`src/rtl/avalon_slave_uart_pkg.sv`:
```
// Shared definitions for the Avalon-MM UART: register map, STATUS bit
// positions and the TX/RX state encodings.
package avalon_slave_uart_pkg;

    localparam logic [1:0] ADDR_TXDATA  = 2'd0;
    localparam logic [1:0] ADDR_RXDATA  = 2'd1;
    localparam logic [1:0] ADDR_STATUS  = 2'd2;
    localparam logic [1:0] ADDR_DIVISOR = 2'd3;

    localparam int STAT_TX_BUSY    = 0;
    localparam int STAT_RX_VALID   = 1;
    localparam int STAT_RX_OVERRUN = 2;
    localparam int STAT_FRAME_ERR  = 3;

    typedef enum logic [1:0] {TX_IDLE, TX_START, TX_DATA, TX_STOP} tx_state_t;
    typedef enum logic [1:0] {RX_IDLE, RX_START, RX_DATA, RX_STOP} rx_state_t;

    // A bit period shorter than 2 cycles leaves no room for the RX midpoint sample.
    function automatic logic [15:0] clamp_divisor(input logic [15:0] d);
        return (d < 16'd2) ? 16'd2 : d;
    endfunction

endpackage

```
`src/rtl/avalon_slave_uart_rx_core.sv`:
```
// RX path: two-flop synchronizer, falling-edge start detect and the RX FSM.
// Presents a one-cycle done strobe with the byte and stop-bit status.
module uart_rx_core
    import avalon_slave_uart_pkg::*;
(
    input  logic        clk,
    input  logic        rst_n,
    input  logic        rx,
    input  logic [15:0] divisor,
    output logic        done,
    output logic [7:0]  data,
    output logic        frame_bad
);

    logic [1:0]  sync;
    logic        rx_s;
    logic        rx_prev;
    logic        fall;
    rx_state_t   state, state_nxt;
    logic [15:0] cnt;
    logic [2:0]  bit_idx;
    logic [7:0]  shreg;
    logic        cnt_zero;

    assign rx_s     = sync[1];
    assign fall     = rx_prev & ~rx_s;
    assign cnt_zero = (cnt == 16'd0);
    assign data     = shreg;

    // Synchronizer resets to the idle line level so reset release is not seen as a start bit.
    always_ff @(posedge clk or negedge rst_n) begin
        if (!rst_n) begin
            sync    <= 2'b11;
            rx_prev <= 1'b1;
        end else begin
            sync    <= {sync[0], rx};
            rx_prev <= sync[1];
        end
    end

    always_ff @(posedge clk or negedge rst_n) begin
        if (!rst_n) state <= RX_IDLE;
        else        state <= state_nxt;
    end

    always_comb begin
        state_nxt = state;
        case (state)
            RX_IDLE:  if (fall) state_nxt = RX_START;
            RX_START: if (cnt_zero) state_nxt = rx_s ? RX_IDLE : RX_DATA;
            RX_DATA:  if (cnt_zero && bit_idx == 3'd7) state_nxt = RX_STOP;
            RX_STOP:  if (cnt_zero) state_nxt = RX_IDLE;
            default:  state_nxt = RX_IDLE;
        endcase
    end

    // Bit timer and shift register; each reload picks up the current divisor.
    always_ff @(posedge clk or negedge rst_n) begin
        if (!rst_n) begin
            cnt     <= '0;
            bit_idx <= '0;
            shreg   <= '0;
        end else if (state == RX_IDLE) begin
            if (fall) begin
                cnt     <= (divisor >> 1) - 16'd1;
                bit_idx <= '0;
            end
        end else if (cnt_zero) begin
            cnt <= divisor - 16'd1;
            if (state == RX_DATA) begin
                shreg   <= {rx_s, shreg[7:1]};
                bit_idx <= bit_idx + 3'd1;
            end
        end else begin
            cnt <= cnt - 16'd1;
        end
    end

    always_comb begin
        done      = (state == RX_STOP) && cnt_zero;
        frame_bad = done && !rx_s;
    end

endmodule

```
`src/rtl/avalon_slave_uart.sv`:
```
// Avalon-MM slave UART: register file, TX FSM and the RX core instance.
// Reads have a fixed one-cycle latency; only TXDATA writes can be stalled.
module avalon_slave_uart
    import avalon_slave_uart_pkg::*;
#(
    parameter int CLK_HZ = 50000000,
    parameter int BAUD   = 115200
) (
    input  logic        CLK,
    input  logic        RST,
    input  logic [1:0]  address,
    input  logic        read,
    input  logic        write,
    input  logic [31:0] writedata,
    output logic [31:0] readdata,
    output logic        readdatavalid,
    output logic        waitrequest,
    input  logic        rx,
    output logic        tx
);

    localparam logic [15:0] DIV_RST = 16'(CLK_HZ / BAUD);

    logic [15:0] divisor;
    tx_state_t   tx_state, tx_state_nxt;
    logic [15:0] tx_cnt;
    logic [2:0]  tx_bit;
    logic [7:0]  tx_shreg;
    logic        tx_cnt_zero, tx_busy, wr_tx, tx_accept;
    logic        rx_valid, rx_overrun, frame_err;
    logic [7:0]  rxdata;
    logic        rx_done, rx_frame_bad, rd_rx, wr_status;
    logic [7:0]  rx_byte;
    logic [31:0] status, rd_mux;
    logic        unused_wdata;

    assign unused_wdata = ^writedata[31:16];

    assign tx_cnt_zero = (tx_cnt == 16'd0);
    assign tx_busy     = (tx_state != TX_IDLE);
    assign wr_tx       = write && (address == ADDR_TXDATA);
    assign tx_accept   = wr_tx && !tx_busy;
    assign rd_rx       = read && (address == ADDR_RXDATA);
    assign wr_status   = write && (address == ADDR_STATUS);

    uart_rx_core u_rx (
        .clk       (CLK),
        .rst_n     (RST),
        .rx        (rx),
        .divisor   (divisor),
        .done      (rx_done),
        .data      (rx_byte),
        .frame_bad (rx_frame_bad)
    );

    // NOTE: sequential state uses non-blocking assignments so every flop samples pre-edge values.
    always_ff @(posedge CLK or negedge RST) begin
        if (!RST) tx_state <= TX_IDLE;
        else      tx_state <= tx_state_nxt;
    end

    // NOTE: every comb output gets a default first so no path infers a latch.
    always_comb begin
        tx_state_nxt = tx_state;
        case (tx_state)
            TX_IDLE:  if (tx_accept) tx_state_nxt = TX_START;
            TX_START: if (tx_cnt_zero) tx_state_nxt = TX_DATA;
            TX_DATA:  if (tx_cnt_zero && tx_bit == 3'd7) tx_state_nxt = TX_STOP;
            TX_STOP:  if (tx_cnt_zero) tx_state_nxt = TX_IDLE;
            default:  tx_state_nxt = TX_IDLE;
        endcase
    end

    always_comb begin
        tx = 1'b1;
        case (tx_state)
            TX_START: tx = 1'b0;
            TX_DATA:  tx = tx_shreg[0];
            default:  tx = 1'b1;
        endcase
        // The stalled write completes in the first IDLE cycle after STOP.
        waitrequest = wr_tx && tx_busy;
    end

    always_ff @(posedge CLK or negedge RST) begin
        if (!RST) begin
            tx_cnt   <= '0;
            tx_bit   <= '0;
            tx_shreg <= '0;
        end else if (tx_accept) begin
            tx_shreg <= writedata[7:0];
            tx_cnt   <= divisor - 16'd1;
            tx_bit   <= '0;
        end else if (tx_busy) begin
            if (tx_cnt_zero) begin
                tx_cnt <= divisor - 16'd1;
                if (tx_state == TX_DATA) begin
                    tx_shreg <= {1'b0, tx_shreg[7:1]};
                    tx_bit   <= tx_bit + 3'd1;
                end
            end else begin
                tx_cnt <= tx_cnt - 16'd1;
            end
        end
    end

    always_comb begin
        status                  = '0;
        status[STAT_TX_BUSY]    = tx_busy;
        status[STAT_RX_VALID]   = rx_valid;
        status[STAT_RX_OVERRUN] = rx_overrun;
        status[STAT_FRAME_ERR]  = frame_err;
        rd_mux = '0;
        case (address)
            ADDR_RXDATA:  rd_mux = {24'd0, rxdata};
            ADDR_STATUS:  rd_mux = status;
            ADDR_DIVISOR: rd_mux = {16'd0, divisor};
            default:      rd_mux = '0;
        endcase
    end

    // A byte completing in the same cycle as an RXDATA read wins over the read.
    always_ff @(posedge CLK or negedge RST) begin
        if (!RST) begin
            divisor       <= DIV_RST;
            rxdata        <= '0;
            rx_valid      <= 1'b0;
            rx_overrun    <= 1'b0;
            frame_err     <= 1'b0;
            readdata      <= '0;
            readdatavalid <= 1'b0;
        end else begin
            if (write && address == ADDR_DIVISOR)
                divisor <= clamp_divisor(writedata[15:0]);

            if (rx_done)    rxdata <= rx_byte;

            if (rx_done)    rx_valid <= 1'b1;
            else if (rd_rx) rx_valid <= 1'b0;

            if (rx_done && rx_valid && !rd_rx)
                rx_overrun <= 1'b1;
            else if (wr_status && writedata[STAT_RX_OVERRUN])
                rx_overrun <= 1'b0;

            if (rx_done && rx_frame_bad)
                frame_err <= 1'b1;
            else if (wr_status && writedata[STAT_FRAME_ERR])
                frame_err <= 1'b0;

            readdatavalid <= read;
            if (read) readdata <= rd_mux;
        end
    end

endmodule
```
`config.mk`:
```
export PLATFORM = sky130hd
export DESIGN_NAME = avalon_slave_uart
export DESIGN_NICKNAME = d
export VERILOG_FILES = /design/src/rtl/avalon_slave_uart_pkg.sv /design/src/rtl/avalon_slave_uart_rx_core.sv /design/src/rtl/avalon_slave_uart.sv
export SDC_FILE = /design/constraint.sdc
export NUM_CORES = 1
export LEC_CHECK = 0
export CORE_MARGIN = 5
export CORE_UTILIZATION = 60
export CTS_CLUSTER_SIZE = 40
export DETAILED_ROUTE_END_ITERATION = 8
export GPL_TIMING_DRIVEN = 0
export PLACE_DENSITY_LB_ADDON = 0.3
export SYNTH_ARGS = -nofsm -noshare
export SYNTH_HDL_FRONTEND = slang
export SYNTH_SLANG_ARGS = --single-unit
```
`constraint.sdc`:
```
create_clock -name CLK -period 4.85 [get_ports CLK]
set_input_delay 0.7275 -clock CLK [delete_from_list [all_inputs] [get_ports CLK]]
set_output_delay 0.7275 -clock CLK [all_outputs]
set_load 0.05 [all_outputs]
```
## Word level (Yosys, flattened, before mapping)

Index checks and enable logic that the tools add are counted.

- Bits in registers: 121
- Latch bits: 0
- RAM bits: 0
- ROM bits: 0
- Bits of input ports: 39
- Output and inout port bits: 35
- Logic and storage cells: 121
- Memories: 0

- Add/sub/neg operators: 6
- $mul: 0
- Div/mod/pow operators: 0
- Order comparisons: 1
- Eq/ne operators: 19
- Shift-type cells: 0
- Multiplexer cells: 38
- Bitwise logic cells: 3
- Reductions and logical operators: 37

Operator list:

| operator | count |
|---|---|
| 16-bit two-way mux | 7 |
| 16-bit one-hot mux with 3 select lines | 1 |
| 16-bit by 1-bit subtractor with 16-bit output (second input constant) | 3 |
| 16-bit logical NOT | 2 |
| 8-bit two-way mux | 4 |
| 3-bit two-way mux | 8 |
| 2-bit two-way mux | 9 |
| 2-bit nonzero test | 9 |
| 16-bit by 2-bit less-than comparator with 1-bit output (second input constant) | 1 |
| 2-bit one-hot mux with 4 select lines | 2 |
| 15-bit by 1-bit subtractor with 16-bit output (second input constant) | 1 |
| 1-bit logical AND | 15 |
| 2-bit equality test (second input constant) | 6 |
| 3-bit AND reduction | 3 |
| 2-bit by 1-bit inequality test with 1-bit output (second input constant) | 4 |
| 2-bit inequality test (second input constant) | 4 |
| 4-bit AND reduction | 2 |
| 3-bit by 1-bit adder with 3-bit output (second input constant) | 2 |
| 2-bit by 1-bit equality test with 1-bit output (second input constant) | 3 |
| 3-bit equality test (second input constant) | 2 |
| 2-bit logical NOT | 3 |
| 1-bit two-way mux | 6 |
| 1-bit logical NOT | 3 |
| 1-bit NOT | 2 |
| 2 further kinds | 2 |

## Logic depth before layout (Yosys ltp)

- Word-level depth: 5
- Depth in mapped cells: 9
- Gate-level depth less buffers: 7

## Modules after synthesis

From an unflattened synthesis, not the netlist that was laid out.

- Cells, all modules: 627
- Area, all modules: 6138.4 um^2

By module, submodules not included:

| module | instances | cells each | area each (um^2) |
|---|---|---|---|
| avalon_slave_uart | 1 | 403 | 4033.9 |
| uart_rx_core | 1 | 224 | 2104.5 |

## Worst setup path before layout

OpenSTA, ideal clock, no wires.

- Kind: input to output
- Start: input port address[0]
- End: output port waitrequest
- Data arrival time: 1854 ps
- Data required time: 4123 ps
- Path slack: 2269 ps
- Stages: 2
- Path through: or3b_2 > nor2_1

- Longest elaborated chain between the ends: 3

RTL lines:

| element | RTL line | RTL |
|---|---|---|
| start, declared | avalon_slave_uart.sv:11 | `input logic [1:0] address,` |
| 2-bit logical NOT | avalon_slave_uart.sv:41 | `assign wr_tx = write && (address == ADDR_TXDATA);` |
| 1-bit logical AND | avalon_slave_uart.sv:41 |  |
| 1-bit logical AND | avalon_slave_uart.sv:82 | `waitrequest = wr_tx && tx_busy;` |
| end, declared | avalon_slave_uart.sv:17 | `output logic waitrequest,` |

No other way between the ends.

## Final worst setup path

- Start: input port write
- End: output port waitrequest

- Longest elaborated chain between the ends: 2

RTL lines:

| element | RTL line | RTL |
|---|---|---|
| start, declared | avalon_slave_uart.sv:13 | `input logic write,` |
| 1-bit logical AND | avalon_slave_uart.sv:41 |  |
| 1-bit logical AND | avalon_slave_uart.sv:82 |  |

No other way between the ends.

==> run summary <==
CP max stage cell: clkdlybuf4s50_1
clock buffer depth: 2
RSZ-0062 raised after global routing: no
combinational cell fraction of total power: 0.384
gpl congestion: 0.922
Sw Pwr: 0.00126 W
asr flop ratio synth: 1.00
Rows: 36
FF-to-FF Start: divisor[2]
top cells by area, synth: dfrtp_1, mux2_2, o21ai_0
CTS Hold Bufs: 0
crit path cell chain: clkdlybuf4s50_1 -> or3b_2 -> nor2_1 -> clkdlybuf4s50_1
Hold WC Path Type: in -> async
Syn-to-layout area delta: 13.8%
#FFs+latches synth: 105
later-pin clock latency in the skew report: 0.38 ns
top_reg_cell synth: dfrtp_1
post-CTS sizing: 0
Worst R2R Path Depth: 8
Tcrit/Tclk final: 0.704
MaxCap Viol Count: 0
Relative slew margins: 0.275
Post-Syn Area: 6120 um^2
Clock transition at path regs: 0.11 ns
Design Area, Final: 6960 um^2
vias in the first global route: 5135
nets: 753
final setup margin: 1.44 ns
FF-to-FF setup slack: 1.98 ns
Ports: 74
most used cell, CP: clkdlybuf4s50_1
capture point of the worst reg-to-reg path: tx_cnt[15]
largest stage delay on the critical path: 0.81 ns
DR vias: 5186
Yosys top cell area share: 0.397
residual DRC count: 0
post-placement cell count: 820
crit path max fanout: 5
Placement Cell Area: 6780 um^2
yosys warns: 0
WP buf/inv: 2
Initial Util: 0.620
pre-CTS setup slack: 1.43 ns
Sw Share: 0.418
Routed WL per cell: 18.8 um
share of cells above drive strength 1: 0.148
Synth Area per Inst: 9.71 um^2
clk sinks: 105
CTS Buf Count: 9
leading cell type in the layout, fill and taps excluded: dfrtp_1
Final ANT Viol Nets: 0
area leader, netlist: dfrtp_1
post-layout util: 0.706
Distinct cells, synth: 66
Seq pwr share: 0.440
Hold Vio Cnt, Final: 0
CP delay by family, top: buffers and inverters
# port buffers: 41
kind of critical path: in -> out
crit path DAT: 2.69 ns
largest net degree at the start of global routing: 72
endpoints failing setup: 0
Fin Hold WS: 0.301 ns
Initial DRC Count: 463
ANT cells: 0
Peak VDD IR: 0.253 mV
number of synthesized flops with an enable pin: 0
antenna violations before repair: 0
cell area power density: 435 nW/um^2
first-pass GRT wire length: 26300 um
critical path endpoint category: output pin
Mapped Cells: 630
Pins Over Slew Limit: 0
via/cell ratio: 6.20
Final HPWL DP: 11600 um
Fin Clk Skew: 0.00917 ns
status: completed
root buf cell: clkbuf_8
element type at the critical path start: input pin
Clk pwr share: 0.176
Core Box Area: 9860 um^2
Post-Layout Cell Count: 836
gr ovfl total: 0
first-pass detailed-route iteration total: 5
Tot GR Track Use: 0.261
Pint: 0.00176 W
Seq/Total Area, Yosys: 0.431
Tmin final: 3.41 ns
die footprint: 12300 um^2
Die Y-Extent: 111 um
Slew @ Worst Pin: 1.07 ns
setup bufs post-CTS: 0
CTS tree: built
P_leak: 3.07 nW
Die X: 111 um
H-tree depth: 3
Total Wirelength: 15700 um
most frequent cells in the layout: dfrtp_1, nand2_1, o21ai_0
critical path required time: 4.12 ns
FMAX: 293 MHz
==> layer usage <==
layer / share of wire / vias to the layer above / GRT usage
met4: 0.028 / 0 / 0.100
met3: 0.066 / 37 / 0.0420
li1: - / 2383 / -
met1: 0.43 / 2531 / 0.367
met2: 0.47 / 235 / 0.408
met5: 0 / - / 0
==> worst max path at each step <==
stage	from	to	cells past startpoint
after global routing	write	waitrequest	4
after floorplan	address[0]	waitrequest	2
final	write	waitrequest	4
after global placement	RST	tx_shreg[6]	1
after detailed placement	write	waitrequest	4
after CTS	write	waitrequest	4
==> stage by stage <==
step,setup TNS [ns],total power [W]
floorplan,0,0.00214
global placement,-78.36,0.00242
detailed placement,0,0.00248
CTS,0,0.00302
global route,0,0.00323
finish,0,0.00303
==> synthesized netlist by cell type (3+ instances only) <==
| cell | count |
|---|---|
| inv_1 | 34 |
| o22ai_1 | 17 |
| nand2b_1 | 3 |
| xnor2_1 | 17 |
| a21o_1 | 4 |
| ha_1 | 16 |
| mux2i_1 | 17 |
| a211oi_1 | 4 |
| nor4b_1 | 6 |
| nor3b_1 | 5 |
| nand4_1 | 10 |
| a21oi_1 | 23 |
| mux2_4 | 7 |
| or3_1 | 8 |
| a31o_2 | 3 |
| a22oi_1 | 7 |
| o211ai_1 | 5 |
| mux2_2 | 32 |
| dfstp_2 | 8 |
| or3b_2 | 3 |
| nor2_1 | 40 |
| buf_4 | 17 |
| nor4_1 | 14 |
| nor2b_1 | 3 |
| nor3_1 | 20 |
| o21ai_0 | 44 |
| clkbuf_1 | 27 |
| nand3_1 | 13 |
| a22o_1 | 3 |
| dfrtp_1 | 97 |
| nand2_1 | 53 |
| buf_2 | 5 |
| xor2_1 | 15 |
| or4_1 | 3 |
| a221o_1 | 5 |
==> worst reg2reg max path, stage by stage, from the launching register on <==
cell      delay [ns]
dfrtp_1         0.37
clkbuf_1        0.20
inv_1           0.13
ha_1            0.21
nor3b_1         0.86
nand4_1         0.27
o21ai_0         0.27
nand2_1         0.13
a221o_1         0.33
==> power groups by stage <==
| stage | Combinational [W] | Clock (W) | Sequential (W) |
|---|---|---|---|
| final | 0.00116 | 0.000532 | 0.00133 |
| after global routing | 0.00128 | 0.000582 | 0.00137 |
| after CTS | 0.00115 | 0.000540 | 0.00132 |
| after detailed placement | 0.00114 | 0 | 0.00134 |
| after global placement | 0.00110 | 0 | 0.00132 |
| after floorplan | 0.000820 | 0 | 0.00132 |
==> layout make-up <==
class	count	area, um^2
Fill cell	751	2900
Multi-Input combinational cell	455	3140
Sequential cell	105	2640
Clock inverter	7	61.3
Timing Repair Buffer	42	435
Buffer	51	269
Tap cell	133	166
Inverter	34	128
Clock buffer	9	124
==> logic make-up (layout without fill, tap and decap cells) <==
family	after synthesis	in the layout	share of synthesized area
simple gates	198	198	0.177
xor+xnor	32	32	0.0458
mux	56	56	0.104
buf+inv	85	143	0.0648
flops	105	105	0.431
compound gates	137	137	0.144
other cells	1	16	0.000613
fa+ha+maj	16	16	0.0327
==> state kept, by name, indices dropped and copies added, names as in the netlist, 8 cells and up, named ones only <==
signal	flops
divisor	16
tx_shreg	8
rxdata	8
readdata	16
tx_cnt	16
u_rx.cnt	16
u_rx.data	8
Power figures use the tool's default switching activity.
